===== config.mk =====
export PLATFORM = sky130hd
export DESIGN_NAME = data_aligner
export DESIGN_NICKNAME = d
export VERILOG_FILES = /design/src/rtl/aligner_pkg.sv /design/src/rtl/lane_mapper.sv /design/src/rtl/data_aligner.sv
export SDC_FILE = /design/constraint.sdc
export NUM_CORES = 1
export LEC_CHECK = 0
export ABC_AREA = 1
export BUFFER_PORTS_ARGS = -buffer_cell sky130_fd_sc_hd__buf_2
export CAP_MARGIN = 10
export CORE_AREA = 2 2 461 463
export DETAILED_ROUTE_END_ITERATION = 7
export DIE_AREA = 0 0 463 465
export GPL_TIMING_DRIVEN = 0
export PLACE_DENSITY_LB_ADDON = 0.08
export SYNTH_ARGS = -nofsm -noshare
export SYNTH_HDL_FRONTEND = slang
export SYNTH_SLANG_ARGS = --single-unit

===== constraint.sdc =====
create_clock -name clk -period 2 [get_ports clk]
set_input_delay 0.2 -clock clk [delete_from_list [all_inputs] [get_ports clk]]
set_output_delay 0.2 -clock clk [all_outputs]
set_load 0.1 [all_outputs]

===== src/rtl/aligner_pkg.sv =====
// Shared types and geometry for the memory-stage data aligner.
package aligner_pkg;

  localparam int unsigned DA_N        = 32;
  localparam int unsigned DA_V        = 256;
  localparam int unsigned LINE_BYTES  = DA_V / 8;
  localparam int unsigned OFFSET_BITS = 5;
  localparam int unsigned LANE_BITS   = 3;
  localparam int unsigned CNT_W       = 3;

  typedef enum logic [2:0] {
    StIdle,
    StWrite,
    StIssue,
    StWait,
    StDone
  } da_state_t;

endpackage


===== src/rtl/lane_mapper.sv =====
// Combinational width/shift rules: line address, lane select, byte enables,
// scalar replication for stores and scalar extraction for loads.
module lane_mapper
  import aligner_pkg::*;
#(
  parameter int unsigned N = DA_N,
  parameter int unsigned V = DA_V
) (
  input  logic [N-1:0]         i_addr,
  input  logic                 i_vec,
  input  logic [N-1:0]         i_wdata,
  input  logic [V-1:0]         i_wdata_v,
  input  logic [V-1:0]         i_rline,
  input  logic [LANE_BITS-1:0] i_rlane,
  output logic [LANE_BITS-1:0] o_lane,
  output logic [N-1:0]         o_line_addr,
  output logic [N-1:0]         o_byteena,
  output logic [V-1:0]         o_wline,
  output logic [N-1:0]         o_rscalar,
  output logic                 o_misalign
);

  logic [LANE_BITS-1:0] w_lane;
  logic [N-1:0]         w_lane_mask;

  assign w_lane      = i_addr[OFFSET_BITS-1:2];
  assign o_lane      = w_lane;
  assign o_line_addr = {{OFFSET_BITS{1'b0}}, i_addr[N-1:OFFSET_BITS]};

  // Four byte enables per 32-bit lane.
  assign w_lane_mask = {{(N-4){1'b0}}, 4'hF} << {w_lane, 2'b00};
  assign o_byteena   = i_vec ? '1 : w_lane_mask;

  assign o_wline    = i_vec ? i_wdata_v : {(V/N){i_wdata}};
  assign o_rscalar  = i_rline[i_rlane*N +: N];
  assign o_misalign = i_vec ? (|i_addr[OFFSET_BITS-1:0]) : (|i_addr[1:0]);

endmodule


===== src/rtl/data_aligner.sv =====
// Memory-stage access unit: turns scalar/vector load/store requests into
// line accesses, aligns load data and stalls the pipeline while in flight.
module data_aligner
  import aligner_pkg::*;
#(
  parameter int unsigned N       = DA_N,
  parameter int unsigned V       = DA_V,
  parameter int unsigned MEM_LAT = 2
) (
  input  logic         clk,
  input  logic         rst,
  input  logic         en,
  input  logic         MemtoRegM,
  input  logic         MemWriteM,
  input  logic         VecDataM,
  input  logic [N-1:0] ALUResultM,
  input  logic [N-1:0] WriteDataM,
  input  logic [V-1:0] WriteDataVM,
  input  logic [V-1:0] ReadData,
  output logic         RdenData,
  output logic         WrenData,
  output logic [N-1:0] AddressData,
  output logic [N-1:0] ByteenaData,
  output logic [V-1:0] WriteData,
  output logic [N-1:0] ReadDataM,
  output logic [V-1:0] ReadDataVM,
  output logic         BusyDA,
  output logic         MisalignM
);

  da_state_t            r_state;
  da_state_t            w_next_state;
  logic [CNT_W-1:0]     r_cnt;
  logic                 r_rden;
  logic                 r_wren;
  logic [N-1:0]         r_addr;
  logic [N-1:0]         r_byteena;
  logic [V-1:0]         r_wdata;
  logic                 r_misalign;
  logic                 r_vec;
  logic [LANE_BITS-1:0] r_lane;
  logic [N-1:0]         r_rdata_s;
  logic [V-1:0]         r_rdata_v;

  logic                 w_accept;
  logic                 w_busy;
  logic                 w_capture;
  logic [LANE_BITS-1:0] w_lane;
  logic [N-1:0]         w_line_addr;
  logic [N-1:0]         w_byteena;
  logic [V-1:0]         w_wline;
  logic [N-1:0]         w_rscalar;
  logic                 w_misalign;

  lane_mapper #(
    .N (N),
    .V (V)
  ) u_lane_mapper (
    .i_addr      (ALUResultM),
    .i_vec       (VecDataM),
    .i_wdata     (WriteDataM),
    .i_wdata_v   (WriteDataVM),
    .i_rline     (ReadData),
    .i_rlane     (r_lane),
    .o_lane      (w_lane),
    .o_line_addr (w_line_addr),
    .o_byteena   (w_byteena),
    .o_wline     (w_wline),
    .o_rscalar   (w_rscalar),
    .o_misalign  (w_misalign)
  );

  assign w_accept = (r_state == StIdle) & en & (MemtoRegM | MemWriteM);

  always_comb begin
    w_next_state = r_state;
    w_busy       = 1'b0;
    w_capture    = 1'b0;
    unique case (r_state)
      StIdle: begin
        if (w_accept) begin
          w_busy       = 1'b1;
          // A simultaneous load+store request is treated as a store.
          w_next_state = MemWriteM ? StWrite : StIssue;
        end
      end
      StWrite: w_next_state = StIdle;
      StIssue: begin
        w_busy       = 1'b1;
        w_next_state = StWait;
      end
      StWait: begin
        w_busy = 1'b1;
        if (r_cnt == CNT_W'(MEM_LAT)) begin
          w_capture    = 1'b1;
          w_next_state = StDone;
        end
      end
      StDone:  w_next_state = StIdle;
      default: w_next_state = StIdle;
    endcase
  end

  always_ff @(posedge clk or negedge rst) begin
    if (!rst) begin
      r_state    <= StIdle;
      r_cnt      <= '0;
      r_rden     <= 1'b0;
      r_wren     <= 1'b0;
      r_addr     <= '0;
      r_byteena  <= '0;
      r_wdata    <= '0;
      r_misalign <= 1'b0;
      r_vec      <= 1'b0;
      r_lane     <= '0;
      r_rdata_s  <= '0;
      r_rdata_v  <= '0;
    end else begin
      r_state <= w_next_state;

      if (r_state == StIssue) begin
        r_cnt <= CNT_W'(1);
      end else if (r_state == StWait) begin
        r_cnt <= r_cnt + 1'b1;
      end else begin
        r_cnt <= '0;
      end

      // Strobe-side registers are loaded only on accept, so they are live
      // exactly for the WRITE/ISSUE cycle that follows and zero otherwise.
      r_rden     <= w_accept & ~MemWriteM;
      r_wren     <= w_accept & MemWriteM;
      r_addr     <= w_accept ? w_line_addr : '0;
      r_byteena  <= w_accept ? w_byteena : '0;
      r_wdata    <= (w_accept & MemWriteM) ? w_wline : '0;
      r_misalign <= w_accept & w_misalign;

      if (w_accept) begin
        r_vec  <= VecDataM;
        r_lane <= VecDataM ? '0 : w_lane;
      end

      if (w_capture) begin
        r_rdata_s <= w_rscalar;
        if (r_vec) begin
          r_rdata_v <= ReadData;
        end
      end
    end
  end

  assign RdenData    = r_rden;
  assign WrenData    = r_wren;
  assign AddressData = r_addr;
  assign ByteenaData = r_byteena;
  assign WriteData   = r_wdata;
  assign ReadDataM   = r_rdata_s;
  assign ReadDataVM  = r_rdata_v;
  assign BusyDA      = w_busy;
  assign MisalignM   = r_misalign;

endmodule


==> results.cfg <==
[outcome]
outcome = finished, violations left
failed_checks = negative hold slack, negative setup slack

[routing]
wl_um = 218000
drt-pass1-iter-count = 5
vias = 27700
wire_per_inst_um = 28.4
drc = 0
vias_per_cell = 3.60
drt_iter0_markers = 1419
ant_nets = 0

[placed_design]
portBuffers = 1187
pre_cts_ws_ns = -1.15
place_congestion = 0.857
hpwl_um = 179000

[critical_path]
path_class = reg2out
r2r_end = ReadDataVM[125]$_DFFE_PN0P_
worstPathArrival_ns = 1.82
cp-startpoint = r_state[2]$_DFFE_PN0P_
crit_end = BusyDA
startpoint_type = flop
cp-end-kind = output port
r2r-start = r_cnt[0]$_DFF_PN0_
reg2reg_depth = 9
reg2reg_slack_ns = 0.11
cp.required_ns = 1.80
cp_max_fo = 3

[timing]
setup_ws_ns = -0.0176
holdWs_ns = -0.0213
hold_viol = 3
tightestPinTransition_ns = 1.36
rsz0062_at_grt = yes
fin_crit_sh_pct = 101
relSlewSlack_pct = 9.09
slew_violations = 0
max_freq_mhz = 496
fin_crit_ns = 2.02
finalSetupViolCount = 1
finalClockSkew_ns = 0.0263

[synth]
synth_area_leader_cell = dfrtp_1
synthTopCellsByCount = 592 x dfrtp_1, 581 x nand2_1, 332 x inv_1, 326 x nor2_1, 264 x a21oi_1
syn-instance-count = 2809
yosys.area.top_type_share_pct = 60.9
synthArstFlopShare_pct = 100
synth_seq_cells = 592
syn_area_um2 = 24300
synth-edff-count = 0
synth_ff_type = dfrtp_1
yosys_warnings = 0
yosysMostFrequentCell = dfrtp_1
syn_avg_cell_area_um2 = 8.66
synth_area_leaders = dfrtp_1 61%, nand2_1 9.0%, a21oi_1 5.4%
seq_area_frac_synth_pct = 60.9
synth_cell_types = 21

[power]
switchingPower_uw = 36200
ir_worst_vdd_mv = 0.765
p_int_uw = 29900
p_seq_share_pct = 23.4
power_frac_clock_pct = 25.3
power.leakage_uw = 0.0226
combPwrFrac_pct = 51.2
power_density_nw_per_um2 = 1490
switching_share_pct = 54.7

[clock_tree]
root_buffer = clkbuf_16
numClockSinks = 592
insertion_delay_ns = 0.74
numCtsBuffers = 88
cts_tree = done
h-tree-depth = 3
cts.clk_slew.worst_paths_ns = 0.06
clockBufferDepth = 3

[grt]
globalRouteOverflowTotal = 0
grt_usage_pct = 19.6
grt_pass1_wl_um = 283000
antenna_found_initial = 60
grt_max_degree = 95
grt_pass1_vias = 29600

[layout]
multi_input_area_um2 = 7650
fin_nets = 5336
fillers = 24100
synthToLayoutAreaGrowth_pct = 82.5
drive_gt1_share_pct = 32.5
ff_latch_area_um2 = 14800

[floorplan]
dieArea_um2 = 215000
core_area_um2 = 211000
die_y_um = 465
row_count = 169
io_pins = 1194
die-width_um = 463
start_util_pct = 11.5

[worst_hold_path]
hold_class = in2async

[flow_run]
maxCapViolCount = 0
layout by cell type (no fill, tap or decap), drive strengths merged:
cell type	Yosys	final
diode	0	33
dfrtp	592	592
bufinv	0	6
clkbuf	90	224
a21oi	264	264
nand3	235	235
xnor2	1	1
inv	332	336
nor2	327	327
dlygate4sd3	0	642
ha	2	2
conb	1	5
clkinvlp	0	2
clkinv	0	12
a31oi	1	1
buf	115	1324
nor3	2	2
nand2	582	582
o21ai	265	265
repair_timing:
action | 4_1_cts | 5_1_grt
gates resized for setup | 239 | 63
buffers inserted | 5 | 3
hold buffers | 641 | 2
hold endpoints to repair | 657 | 7
endpoints found under the setup margin | 593 | 403
pin swaps | 7 | 6
layout make-up:
cell class	count	share of cell area, %
antenna	33	0.186
buffer	202	2.78
clock buffer	136	5.93
clock inverter	24	0.851
inverter	332	2.81
multi-input combinational	1684	17.2
sequential	592	33.4
tap	2821	7.95
timing repair buffer	1852	28.9
registers in the layout, summed over array words and instances, names as in the netlist:
signal / count
r_cnt: 3
WriteData: 256
WrenData: 1
MisalignM: 1
r_lane: 3
AddressData: 27
ByteenaData: 8
RdenData: 1
r_state: 3
ReadDataVM: 256
ReadDataM: 32
r_vec: 1
stage by stage:
step            TNS, ns  instances  area [um^2]  total power [uW]  utilization (%)
2_1_floorplan         0       2813        24400             37700                -
3_3_place_gp   -9175.54       6821        33800             48400             16.0
3_5_place_dp    -369.04       6834        34100             48500             16.2
4_1_cts          -0.285       7639        44200             67500             21.0
5_1_grt          -0.166       7666        44400             68800             21.1
6_report        -0.0176       7676        44400             66100             21.1
worst min path at each step:
stage,startpoint,endpoint,slack [ns],depth (start not counted)
CTS,rst,ReadDataVM[170]$_DFFE_PN0P_,0.002,2
detailed placement,rst,ReadDataVM[170]$_DFFE_PN0P_,0.25,1
floorplan,rst,AddressData[0]$_DFF_PN0_,-0.1,0
global placement,ALUResultM[27],AddressData[22]$_DFF_PN0_,0.42,3
finish,rst,ReadDataVM[171]$_DFFE_PN0P_,-0.02,2
global route,rst,ReadDataVM[7]$_DFFE_PN0P_,-0.0006,2
power by group through the flow:
stage,sequential (uW),combinational (uW),clock (uW)
after global placement,15700,32700,0
after CTS,15500,34600,17400
after detailed placement,15700,32800,0
after global routing,15700,35300,17700
after floorplan,31700,6070,0
final,15500,33900,16700
per-layer routing:
| layer | up-vias | share of wire, % | global-route usage (%) |
|---|---|---|---|
| met5 | - | 0.053 | 0 |
| met4 | 18 | 2.3 | 4.63 |
| met3 | 189 | 6.3 | 4.70 |
| met2 | 1073 | 53 | 36.7 |
| met1 | 13600 | 39 | 22.2 |
| li1 | 12800 | - | - |
worst max-delay path, cell delays in order (launching register included):
cell and delay, ns:
dfrtp_2 0.44, nor2_4 0.12, nand3_4 0.09, nor2_4 0.14, inv_4 0.06, nand2_4 0.06, buf_12 0.18
kinds of logic (layout without fill, tap and decap cells):
logic type	after synthesis	in the layout	share of synthesized area, %
AOI/OAI and AO/OA	530	530	10.9
DFF	592	592	60.9
and+or+nand+nor	1146	1146	19.0
buffers and inverters	537	2546	9.10
adders and majority gates	2	2	0.103
xor gates and xnor gates	1	1	0.0360
other	1	38	0.0154
No activity file was read; power rests on OpenSTA's default activity.
